### config.mk
export PLATFORM = sky130hd
export DESIGN_NAME = exp_pwl_bf16_pipe
export DESIGN_NICKNAME = d
export VERILOG_FILES = /design/src/rtl/exp_pwl_pkg.sv /design/src/rtl/exp_pwl_lane.sv /design/src/rtl/exp_pwl_bf16_pipe.sv
export SDC_FILE = /design/constraint.sdc
export NUM_CORES = 1
export LEC_CHECK = 0
export ABC_CLOCK_PERIOD_IN_PS = 6050
export BUFFER_PORTS_ARGS = -buffer_cell sky130_fd_sc_hd__buf_2
export CAP_MARGIN = 10
export CORE_AREA = 5 5 347 264
export DETAILED_ROUTE_END_ITERATION = 6
export DIE_AREA = 0 0 352 269
export GPL_TIMING_DRIVEN = 0
export SYNTH_ARGS = -nofsm -noshare
export SYNTH_HDL_FRONTEND = slang
export SYNTH_HIERARCHICAL = 1
export SYNTH_SLANG_ARGS = --single-unit
### constraint.sdc
create_clock -name clk -period 6.05 [get_ports clk]
set_input_delay 1.21 -clock clk [delete_from_list [all_inputs] [get_ports clk]]
set_output_delay 1.21 -clock clk [all_outputs]
set_load 0.01 [all_outputs]
### src/rtl/exp_pwl_pkg.sv
// Shared BF16 field layout, special constants and config FSM state type
// for the piecewise-linear exp() approximator.
package exp_pwl_pkg;

    localparam int BF16_S_POS = 15;
    localparam int BF16_E_MSB = 14;
    localparam int BF16_E_LSB = 7;
    localparam int BF16_E_W   = 8;
    localparam int BF16_M_W   = 7;
    localparam int BF16_BIAS  = 127;

    localparam logic [15:0] BF16_ONE  = 16'h3F80;
    localparam logic [15:0] BF16_PINF = 16'h7F80;
    localparam logic [15:0] BF16_ZERO = 16'h0000;

    // Table-write handshake: run traffic, drain the pipe, then accept writes.
    typedef enum logic [1:0] {
        S_RUN   = 2'd0,
        S_DRAIN = 2'd1,
        S_CFG   = 2'd2
    } cfg_state_t;

endpackage

### src/rtl/exp_pwl_lane.sv
// One BF16 lane of the exp() approximator: stage 2 (decode, table address,
// multiply) and stage 3 (add / saturate select). The table itself lives in
// the top; this lane presents the lookup address and receives the entry.
// Optional EXP_PWL_ROUND_EN: round-half-up of the 7 bits dropped from the
// slope product instead of truncating them.
module exp_pwl_lane
    import exp_pwl_pkg::*;
#(
    parameter int OFFSET_WIDTH = 8,
    parameter int EMIN         = -7,
    parameter int EMAX         = 6,
    parameter int IDXW         = 4
) (
    input  logic                    clk,
    input  logic                    rst_n,
    input  logic                    adv,
    input  logic [15:0]             x,
    output logic                    lut_sgn,
    output logic [IDXW-1:0]         lut_idx,
    input  logic [15:0]             lut_base,
    input  logic [OFFSET_WIDTH-1:0] lut_offset,
    output logic [15:0]             y
);

    localparam int PW = BF16_M_W + OFFSET_WIDTH;
    localparam logic [8:0] E_LO = 9'(BF16_BIAS + EMIN);
    localparam logic [8:0] E_HI = 9'(BF16_BIAS + EMAX);

    logic [BF16_E_W-1:0] e;
    logic [BF16_M_W-1:0] m;
    logic [PW-1:0]       product;

    assign lut_sgn = x[BF16_S_POS];
    assign e       = x[BF16_E_MSB:BF16_E_LSB];
    assign m       = x[BF16_M_W-1:0];
    assign lut_idx = IDXW'({1'b0, e} - E_LO);
    assign product = PW'(m) * PW'(lut_offset);

    logic          p2_sgn;
    logic          p2_big;
    logic          p2_small;
    logic [15:0]   p2_base;
    logic [PW-1:0] p2_product;

    // Stage 2: capture product, table base and region flags.
    always_ff @(posedge clk or negedge rst_n) begin
        // NOTE: state is assigned with <= so every flop samples pre-edge values.
        if (!rst_n) begin
            p2_sgn     <= 1'b0;
            p2_big     <= 1'b0;
            p2_small   <= 1'b0;
            p2_base    <= '0;
            p2_product <= '0;
        end else if (adv) begin
            p2_sgn     <= lut_sgn;
            p2_big     <= ({1'b0, e} >= E_HI);
            p2_small   <= ({1'b0, e} < E_LO);
            p2_base    <= lut_base;
            p2_product <= product;
        end
    end

    logic [15:0] pu;
`ifdef EXP_PWL_ROUND_EN
    localparam int ROUND_HALF = 1 << (BF16_M_W - 1);
    logic [PW:0] rounded;
    // One spare bit so the +64 can never wrap the product.
    assign rounded = {1'b0, p2_product} + (PW + 1)'(ROUND_HALF);
    assign pu      = 16'(rounded >> BF16_M_W);
`else
    assign pu = 16'(p2_product >> BF16_M_W);
`endif

    logic [15:0] y_next;

    // Stage 3 select: saturation wins over the small region, else the PWL value.
    always_comb begin
        // NOTE: default assignment first keeps this block latch-free.
        y_next = p2_base + pu;
        if (p2_big) begin
            y_next = p2_sgn ? BF16_ZERO : BF16_PINF;
        end else if (p2_small) begin
            y_next = BF16_ONE;
        end
    end

    // Stage 3: register the lane result.
    always_ff @(posedge clk or negedge rst_n) begin
        if (!rst_n) begin
            y <= '0;
        end else if (adv) begin
            y <= y_next;
        end
    end

endmodule

### src/rtl/exp_pwl_bf16_pipe.sv
// Multi-lane 3-stage BF16 exp() approximator with a shared PWL table,
// valid/ready streaming and a config path that drains the pipe before
// any table write. Optional macro EXP_PWL_ROUND_EN selects round-half-up
// of the slope product (see exp_pwl_lane).
module exp_pwl_bf16_pipe
    import exp_pwl_pkg::*;
#(
    parameter int LANES        = 1,
    parameter int OFFSET_WIDTH = 8,
    parameter int EMIN         = -7,
    parameter int EMAX         = 6,
    localparam int SEGS        = EMAX - EMIN,
    localparam int IDXW        = (SEGS > 1) ? $clog2(SEGS) : 1
) (
    input  logic                    clk,
    input  logic                    rst_n,
    input  logic                    in_valid,
    output logic                    in_ready,
    input  logic [16*LANES-1:0]     in_data,
    output logic                    out_valid,
    input  logic                    out_ready,
    output logic [16*LANES-1:0]     out_data,
    input  logic                    cfg_valid,
    output logic                    cfg_ready,
    input  logic                    cfg_sgn,
    input  logic [IDXW-1:0]         cfg_idx,
    input  logic [15:0]             cfg_base,
    input  logic [OFFSET_WIDTH-1:0] cfg_offset
);

    // Power-of-two depth so any lane address is in range; slots >= SEGS are
    // never written and stay zero.
    localparam int TBL = 1 << IDXW;

    cfg_state_t state;
    logic       live;
    logic       adv;
    logic       in_fire;
    logic       s1_valid;
    logic       s2_valid;
    logic       pipe_empty;
    logic [16*LANES-1:0] s1_data;

    logic [15:0]             bases   [2][TBL];
    logic [OFFSET_WIDTH-1:0] offsets [2][TBL];
    logic [15:0]             lane_y  [LANES];

    assign adv        = !out_valid || out_ready;
    assign in_ready   = live && (state == S_RUN) && !cfg_valid && adv;
    assign in_fire    = in_valid && in_ready;
    assign pipe_empty = !s1_valid && !s2_valid && !out_valid;

    // Config FSM; live keeps in_ready low while reset is applied.
    always_ff @(posedge clk or negedge rst_n) begin
        if (!rst_n) begin
            state     <= S_RUN;
            cfg_ready <= 1'b0;
            live      <= 1'b0;
        end else begin
            live <= 1'b1;
            case (state)
                S_RUN: begin
                    if (cfg_valid) state <= S_DRAIN;
                end
                S_DRAIN: begin
                    if (!cfg_valid) begin
                        state <= S_RUN;
                    end else if (pipe_empty) begin
                        state     <= S_CFG;
                        cfg_ready <= 1'b1;
                    end
                end
                S_CFG: begin
                    if (!cfg_valid) begin
                        state     <= S_RUN;
                        cfg_ready <= 1'b0;
                    end
                end
                default: begin
                    state     <= S_RUN;
                    cfg_ready <= 1'b0;
                end
            endcase
        end
    end

    // Segment table; out-of-range indices are acknowledged but not stored.
    always_ff @(posedge clk or negedge rst_n) begin
        // NOTE: the table must read zero after reset, so it is built from
        // resettable flops rather than an inferred RAM.
        if (!rst_n) begin
            for (int s = 0; s < 2; s++) begin
                for (int i = 0; i < TBL; i++) begin
                    bases[s][i]   <= '0;
                    offsets[s][i] <= '0;
                end
            end
        end else if (cfg_valid && cfg_ready && (int'(cfg_idx) < SEGS)) begin
            bases[cfg_sgn][cfg_idx]   <= cfg_base;
            offsets[cfg_sgn][cfg_idx] <= cfg_offset;
        end
    end

    // Stage 1 input register and the valid shift chain; all hold on stall.
    always_ff @(posedge clk or negedge rst_n) begin
        if (!rst_n) begin
            s1_valid  <= 1'b0;
            s2_valid  <= 1'b0;
            out_valid <= 1'b0;
            s1_data   <= '0;
        end else if (adv) begin
            s1_valid  <= in_fire;
            s2_valid  <= s1_valid;
            out_valid <= s2_valid;
            if (in_fire) s1_data <= in_data;
        end
    end

    for (genvar g = 0; g < LANES; g++) begin : g_lane
        logic            lut_sgn;
        logic [IDXW-1:0] lut_idx;

        exp_pwl_lane #(
            .OFFSET_WIDTH (OFFSET_WIDTH),
            .EMIN         (EMIN),
            .EMAX         (EMAX),
            .IDXW         (IDXW)
        ) u_lane (
            .clk        (clk),
            .rst_n      (rst_n),
            .adv        (adv),
            .x          (s1_data[16*g +: 16]),
            .lut_sgn    (lut_sgn),
            .lut_idx    (lut_idx),
            .lut_base   (bases[lut_sgn][lut_idx]),
            .lut_offset (offsets[lut_sgn][lut_idx]),
            .y          (lane_y[g])
        );
    end

    // Pack the per-lane results onto the output bus.
    always_comb begin
        out_data = '0;
        for (int i = 0; i < LANES; i++) begin
            out_data[16*i +: 16] = lane_y[i];
        end
    end

endmodule
==> impl_metrics.tcl, run 1 <==
set metrics [dict create \
    status "completed" \
    synth_area_leaders "dfrtp_1 53%, mux2_2 19%, mux2i_1 9.9%" \
    yosysTopAreaCellShare_pct 53.4 \
    relSlewSlack_pct 40.5 \
    cts_buffers 86 \
    grt_setup_unrepaired "no" \
    crit_top_cell "fa_1" \
    yosysUniqueCellTypes 68 \
    die_area_mm2 0.0947 \
    hold_depth 1 \
    htreeDepth 3 \
    clk_pin_slew_worst_paths_ns 0.06 \
    cts_root_buffer "clkbuf_16" \
    grt_pass1_wl_um 172000 \
    globalRouteTotalUtil_pct 24.1 \
    drc 0 \
    port_buffers 67 \
    synth_area_per_cell_um2 12.9 \
    dp_hpwl_um 84300 \
    grt-ovfl-total 0 \
    synthCells 3032 \
    tritoncts "done" \
    hold_path.startpoint "bases[284]$_DFFE_PN0P_" \
    r2r_setup_slack_ns 0.15 \
    cp_top_family "adder cells" \
    fin_ws_ns 0.146 \
    ir_drop_uv 563 \
    p_per_area_mw_per_mm2 524 \
    post-place-ws_ns -1.12 \
    r2r_end "g_lane[0].u_lane/p2_product[12]$_DFFE_PN0P_" \
    nets 3316 \
    yosys_most_used_dff "dfrtp_1" \
    yosysMostFrequentCell "dfrtp_1" \
    drv_slew 0 \
    drive_above_1_share_pct 33.2 \
    r2r_start "s1_data[15]$_DFFE_PN0P_" \
    detail_route.first_pass.iterations 5 \
    area_delta_synth_final_pct 14.4 \
    grt_pass1_vias 26518 \
    slowest_stage "fa_1" \
    critPathBufInv 5 \
    yosysTopAreaCell "dfrtp_1" \
    globalplace.congestion 0.875 \
    cts_num_sinks 834 \
    postRouteAntennaNets 0 \
    min_path_type "flop to flop" \
    whs_endpoint "bases[284]$_DFFE_PN0P_" \
    wl_per_cell_um 25.7 \
    core-area_mm2 0.0883 \
    setup_viol 0 \
    finalHoldViolations 0 \
    critPathArrivalTime_ns 6.42 \
    first_iter_violations 1924 \
    crit_type "flop to flop" \
    finClkSkew_ns 0.0322 \
    netlist_area_mm2 0.0391 \
    async_flop_share_pct 100 \
    syn-num-nets 3150 \
    vias_per_cell 5.71 \
    cp-start-kind "flop" \
    dieHeight_um 269 \
    cp.required_ns 6.57 \
    grt_antenna_before_repair 8 \
    cts_buffer_depth 3 \
    grt_max_degree 132 \
    worst_skew_pair.late_latency_ns 0.68 \
    cp_max_fo 10 \
    period_minus_slack_ns 5.90 \
    synth_enable_flop_cells 0 \
    cts_hold_buf 0 \
    synth_common_cells "834 x dfrtp_1, 652 x mux2_2, 387 x mux2i_1, 253 x clkbuf_1, 126 x nand2_1" \
    yosysSeqAreaShare_pct 53.4 \
    end_kind "flop" \
    p_leak_nw 21.7 \
    ys_seq_elements 834 \
    tightest_slew_ns 0.893 \
    num_vias 25367 \
    die_w_um 352 \
    wl_um 114000 \
    io_pins 69 \
    yosys_warnings 6 \
    report.power.total_w 0.0234 \
    r2r_cells 21 \
    start_util_pct 44.2 \
    period_share_pct 97.6 \
    max_freq_mhz 169 \
    cap_violations 0 \
    rows 95 \
    cp_cell_sequence "buf_4 -> nor2b_1 -> clkbuf_2 -> clkbuf_4 -> a22o_1 -> nor3_2 -> a31oi_4 -> nand3_4 -> and2_1 -> fa_1 -> inv_1 -> fa_1 -> inv_1 -> fa_1 -> fa_1 -> ha_1 -> a21oi_2 -> o21ai_0 -> a31o_2 -> or3b_1 -> o311ai_0" \
    slowest_delay_ns 0.54 \
]
-- cell families (layout without fill, tap and decap cells) --
logic type / count (synthesis) / in the layout / synth area share [%]
simple gates: 354 / 354 / 4.65
compound gates: 307 / 307 / 5.44
mux: 1048 / 1048 / 29.0
other cells: 1 / 11 / 0.00960
flops: 834 / 834 / 53.4
xor+xnor: 14 / 14 / 0.314
buf+inv: 406 / 639 / 4.48
fa+ha+maj: 68 / 68 / 2.73
-- sequential cells by signal (all words and copies together), names as in the netlist, 2 cells and up --
signal and count:
bases 512, s1_data 16, g_lane.u_lane/y 16, state 2, g_lane.u_lane/p2_base 16, g_lane.u_lane/p2_product 8
offsets 256
-- stage by stage --
stage                     instance area (µm²)  cells  TNS, ns  utilization [%]  hold slack (ns)
after floorplan                         39100   3032        0                -            0.428
after global placement                  40900   4263        -             46.3            0.439
after detailed placement                41000   4269    -7.57             46.5            0.446
after CTS                               44500   4425        0             50.4            0.460
after global routing                    44700   4430        0             50.6            0.469
final                                   44700   4439        0             50.6            0.454
-- cell usage in the layout (no fill, tap or decap), types with 26 or more instances in the layout --
cell type | Yosys | routed
a21oi_1 | 98 | 98
a22o_1 | 48 | 48
a22oi_1 | 73 | 73
and2_1 | 42 | 41
buf_2 | 76 | 103
buf_4 | 19 | 43
buf_6 | 8 | 28
clkbuf_1 | 253 | 213
clkbuf_16 | 0 | 87
clkbuf_4 | 0 | 26
dfrtp_1 | 834 | 834
fa_1 | 29 | 29
ha_1 | 39 | 39
inv_1 | 46 | 46
mux2_2 | 652 | 652
mux2i_1 | 387 | 386
nand2_1 | 126 | 126
nand3_1 | 86 | 77
-- cell type report --
type / instances / area, µm²
well taps: 1164 / 1460
inverters: 46 / 173
fillers: 7605 / 43600
diodes: 10 / 25.0
flip-flops and latches: 834 / 20900
repair buffers: 81 / 571
clock buffers: 114 / 2460
plain buffers: 357 / 1930
clock inverters: 41 / 508
multi-input cells: 1792 / 16700
-- where the power goes --
group | internal, W | leakage [nW] | total [W] | switching (W)
Sequential | 0.00684 | 11.2 | 0.00758 | 0.000740
Clock | 0.00326 | 1.46 | 0.00556 | 0.00230
Combinational | 0.00437 | 9.09 | 0.0103 | 0.00593
Total | 0.0145 | 21.7 | 0.0234 | 0.00897
-- repair_timing --
item	4_1_cts	5_1_grt
buffers inserted	1	7
setup endpoints to repair	8	7
gates cloned	0	0
hold endpoints to repair	0	0
pin swaps	3	5
gates resized for setup	161	55
-- routing by layer --
layer	GRT usage, %	vias to the layer above	wire (µm)
met5	0	-	17
met4	6.33	2	2860
met3	5.29	173	7810
met2	35.5	707	48700
met1	36.1	13451	54800
li1	-	11034	-
-- worst max path at each step --
stage	to	slack (ns)	depth (start not counted)	startpoint
5_1_grt	g_lane[0].u_lane/p2_product[12]$_DFFE_PN0P_	0.001	20	s1_data[9]$_DFFE_PN0P_
3_5_place_dp	g_lane[0].u_lane/p2_product[12]$_DFFE_PN0P_	-1.12	20	s1_data[15]$_DFFE_PN0P_
6_report	g_lane[0].u_lane/p2_product[12]$_DFFE_PN0P_	0.15	21	s1_data[15]$_DFFE_PN0P_
4_1_cts	g_lane[0].u_lane/p2_product[12]$_DFFE_PN0P_	0.004	21	s1_data[7]$_DFFE_PN0P_
2_1_floorplan	g_lane[0].u_lane/p2_product[12]$_DFFE_PN0P_	0.72	22	s1_data[7]$_DFFE_PN0P_
3_3_place_gp	s1_data[0]$_DFFE_PN0P_	-13.29	1	rst_n
(Power assumes the default switching activity.)
==> run 2, diff against run 1 <==
--- a/config.mk
+++ b/config.mk
@@ -8,9 +8,9 @@
 export ABC_CLOCK_PERIOD_IN_PS = 6050
 export BUFFER_PORTS_ARGS = -buffer_cell sky130_fd_sc_hd__buf_2
 export CAP_MARGIN = 10
-export CORE_AREA = 5 5 347 264
+export CORE_AREA = 5 5 301 303
 export DETAILED_ROUTE_END_ITERATION = 6
-export DIE_AREA = 0 0 352 269
+export DIE_AREA = 0 0 306 308
 export GPL_TIMING_DRIVEN = 0
 export SYNTH_ARGS = -nofsm -noshare
 export SYNTH_HDL_FRONTEND = slang
==> impl_metrics.tcl, run 2 (synthesis gave the netlist of run 1 again) <==
set metrics [dict create \
    cp-start-kind "flop" \
    r2r_start "s1_data[15]$_DFFE_PN0P_" \
    vias_per_cell 5.48 \
    worst_skew_pair.late_latency_ns 0.66 \
    cts_buffers 89 \
    regMostFlops "bases" \
    drive_above_1_share_pct 32.8 \
    dp_cells 4270 \
    critPathArrivalTime_ns 6.33 \
    grt_pass1_wl_um 159000 \
    largest_reg_flops 512 \
    p_per_area_mw_per_mm2 518 \
    wl_um 103000 \
    post-place-ws_ns -0.918 \
    multi_input_area_mm2 0.0167 \
    htreeDepth 3 \
    cp_max_fo 10 \
    drv_slew 0 \
    cap_violations 0 \
    globalRouteTotalUtil_pct 21.8 \
    grt_setup_unrepaired "yes" \
    tritoncts "done" \
    max_freq_mhz 172 \
    min_path_type "flop to flop" \
    setup_viol 0 \
    grt-ovfl-total 0 \
    finClkSkew_ns 0.0286 \
    hold_depth 1 \
    num_vias 24273 \
    setup_tns_ns 0 \
    status "completed" \
    post_cts_buffers 0 \
    detail_route.first_pass.iterations 5 \
    crit_type "flop to flop" \
    cts_root_buffer "clkbuf_16" \
    period_share_pct 95.9 \
    cp.required_ns 6.58 \
    port_buffers 67 \
    cts_num_sinks 834 \
    wl_per_cell_um 23.1 \
    cts_hold_buf 0 \
    nFillCells 7511 \
    rows 109 \
    die_area_mm2 0.0942 \
    tightest_slew_ns 0.854 \
    grt_max_degree 132 \
    finalHoldViolations 0 \
    nets 3310 \
    first_iter_violations 1419 \
    start_util_pct 44.6 \
    drc 0 \
    cts_buffer_depth 3 \
    clk_pin_slew_worst_paths_ns 0.06 \
    area_delta_synth_final_pct 14.1 \
    period_minus_slack_ns 5.80 \
    ir_drop_uv 960 \
    globalplace.congestion 0.878 \
    mostFrequentLayoutCells "834 x dfrtp_1, 652 x mux2_2, 386 x mux2i_1, 224 x clkbuf_1, 126 x nand2_1" \
    io_pins 69 \
    p_leak_nw 21.7 \
    core-area_mm2 0.0877 \
    ff_latch_area_mm2 0.0209 \
    worstSetupStartpoint "s1_data[15]$_DFFE_PN0P_" \
    grt_antenna_before_repair 5 \
    end_kind "flop" \
    fin_ws_ns 0.249 \
    grt_pass1_vias 25972 \
    die_w_um 306 \
    relSlewSlack_pct 43.1 \
    postRouteAntennaNets 0 \
    r2r_cells 22 \
    layout_commonest_cell "dfrtp_1" \
    largestRegisters "bases (512), offsets (256)" \
    fin_cells 4433 \
    hold_path.startpoint "bases[288]$_DFFE_PN0P_" \
    dieHeight_um 308 \
    dp_hpwl_um 77800 \
]
## run 2: critical path: stages (launching register included)
cell	delay, ns
dfrtp_1	0.38
buf_4	0.19
and2_1	0.32
buf_2	0.32
a22o_1	0.24
nor3_2	0.09
a31oi_4	0.26
nand3_4	0.17
and2_1	0.21
fa_1	0.54
inv_1	0.06
fa_1	0.54
inv_1	0.05
fa_1	0.35
inv_1	0.10
fa_1	0.42
inv_1	0.07
ha_2	0.30
a21oi_2	0.22
o21ai_0	0.10
a31o_2	0.26
or3b_1	0.37
o311ai_0	0.10
## run 2: stage by stage
stage	hold WS, ns	utilization (%)	area [µm²]	total power [W]
after floorplan	0.428	-	39100	0.0142
after global placement	0.439	46.6	40900	0.0169
after detailed placement	0.446	46.8	41000	0.0172
after CTS	0.459	50.6	44400	0.0231
after global routing	0.464	50.8	44600	0.0246
final	0.453	50.8	44600	0.0231
## run 2: area by class of cell
class	count	share of cell area, %
Sequential cell	834	46.8
Multi-Input combinational cell	1792	37.4
Clock buffer	133	6.02
Buffer	356	4.10
Tap cell	1165	3.27
Timing Repair Buffer	73	1.15
Clock inverter	32	0.811
Inverter	46	0.387
Antenna cell	2	0.0112
## run 2: worst paths after layout
path	end	slack, ns
setup / recovery	g_lane[0].u_lane/p2_product[12]$_DFFE_PN0P_	0.25
hold / removal	bases[288]$_DFFE_PN0P_	0.45
setup reg to reg	g_lane[0].u_lane/p2_product[12]$_DFFE_PN0P_	0.25
hold reg to reg	bases[288]$_DFFE_PN0P_	0.45
max in group asynchronous	bases[341]$_DFFE_PN0P_	3.67
min in group asynchronous	s1_data[0]$_DFFE_PN0P_	0.60
## run 2: report_power, final
part / internal, W / switching (W)
clock network: 0.00333 / 0.00225
registers: 0.00684 / 0.000723
logic: 0.00429 / 0.00565
## run 2: layer usage
metal / GRT usage (%) / share of wire (%) / up-vias
met2: 36.0 / 48 / 481
met4: 7.26 / 3.0 / 6
met3: 3.57 / 4.6 / 159
met5: 0 / 0.036 / -
met1: 29.7 / 45 / 12611
li1: - / - / 11016
## run 2: timing repair
item / CTS / global route
endpoints found under the setup margin: 8 / 7
pin swaps: 0 / 3
gates resized for setup: 104 / 92
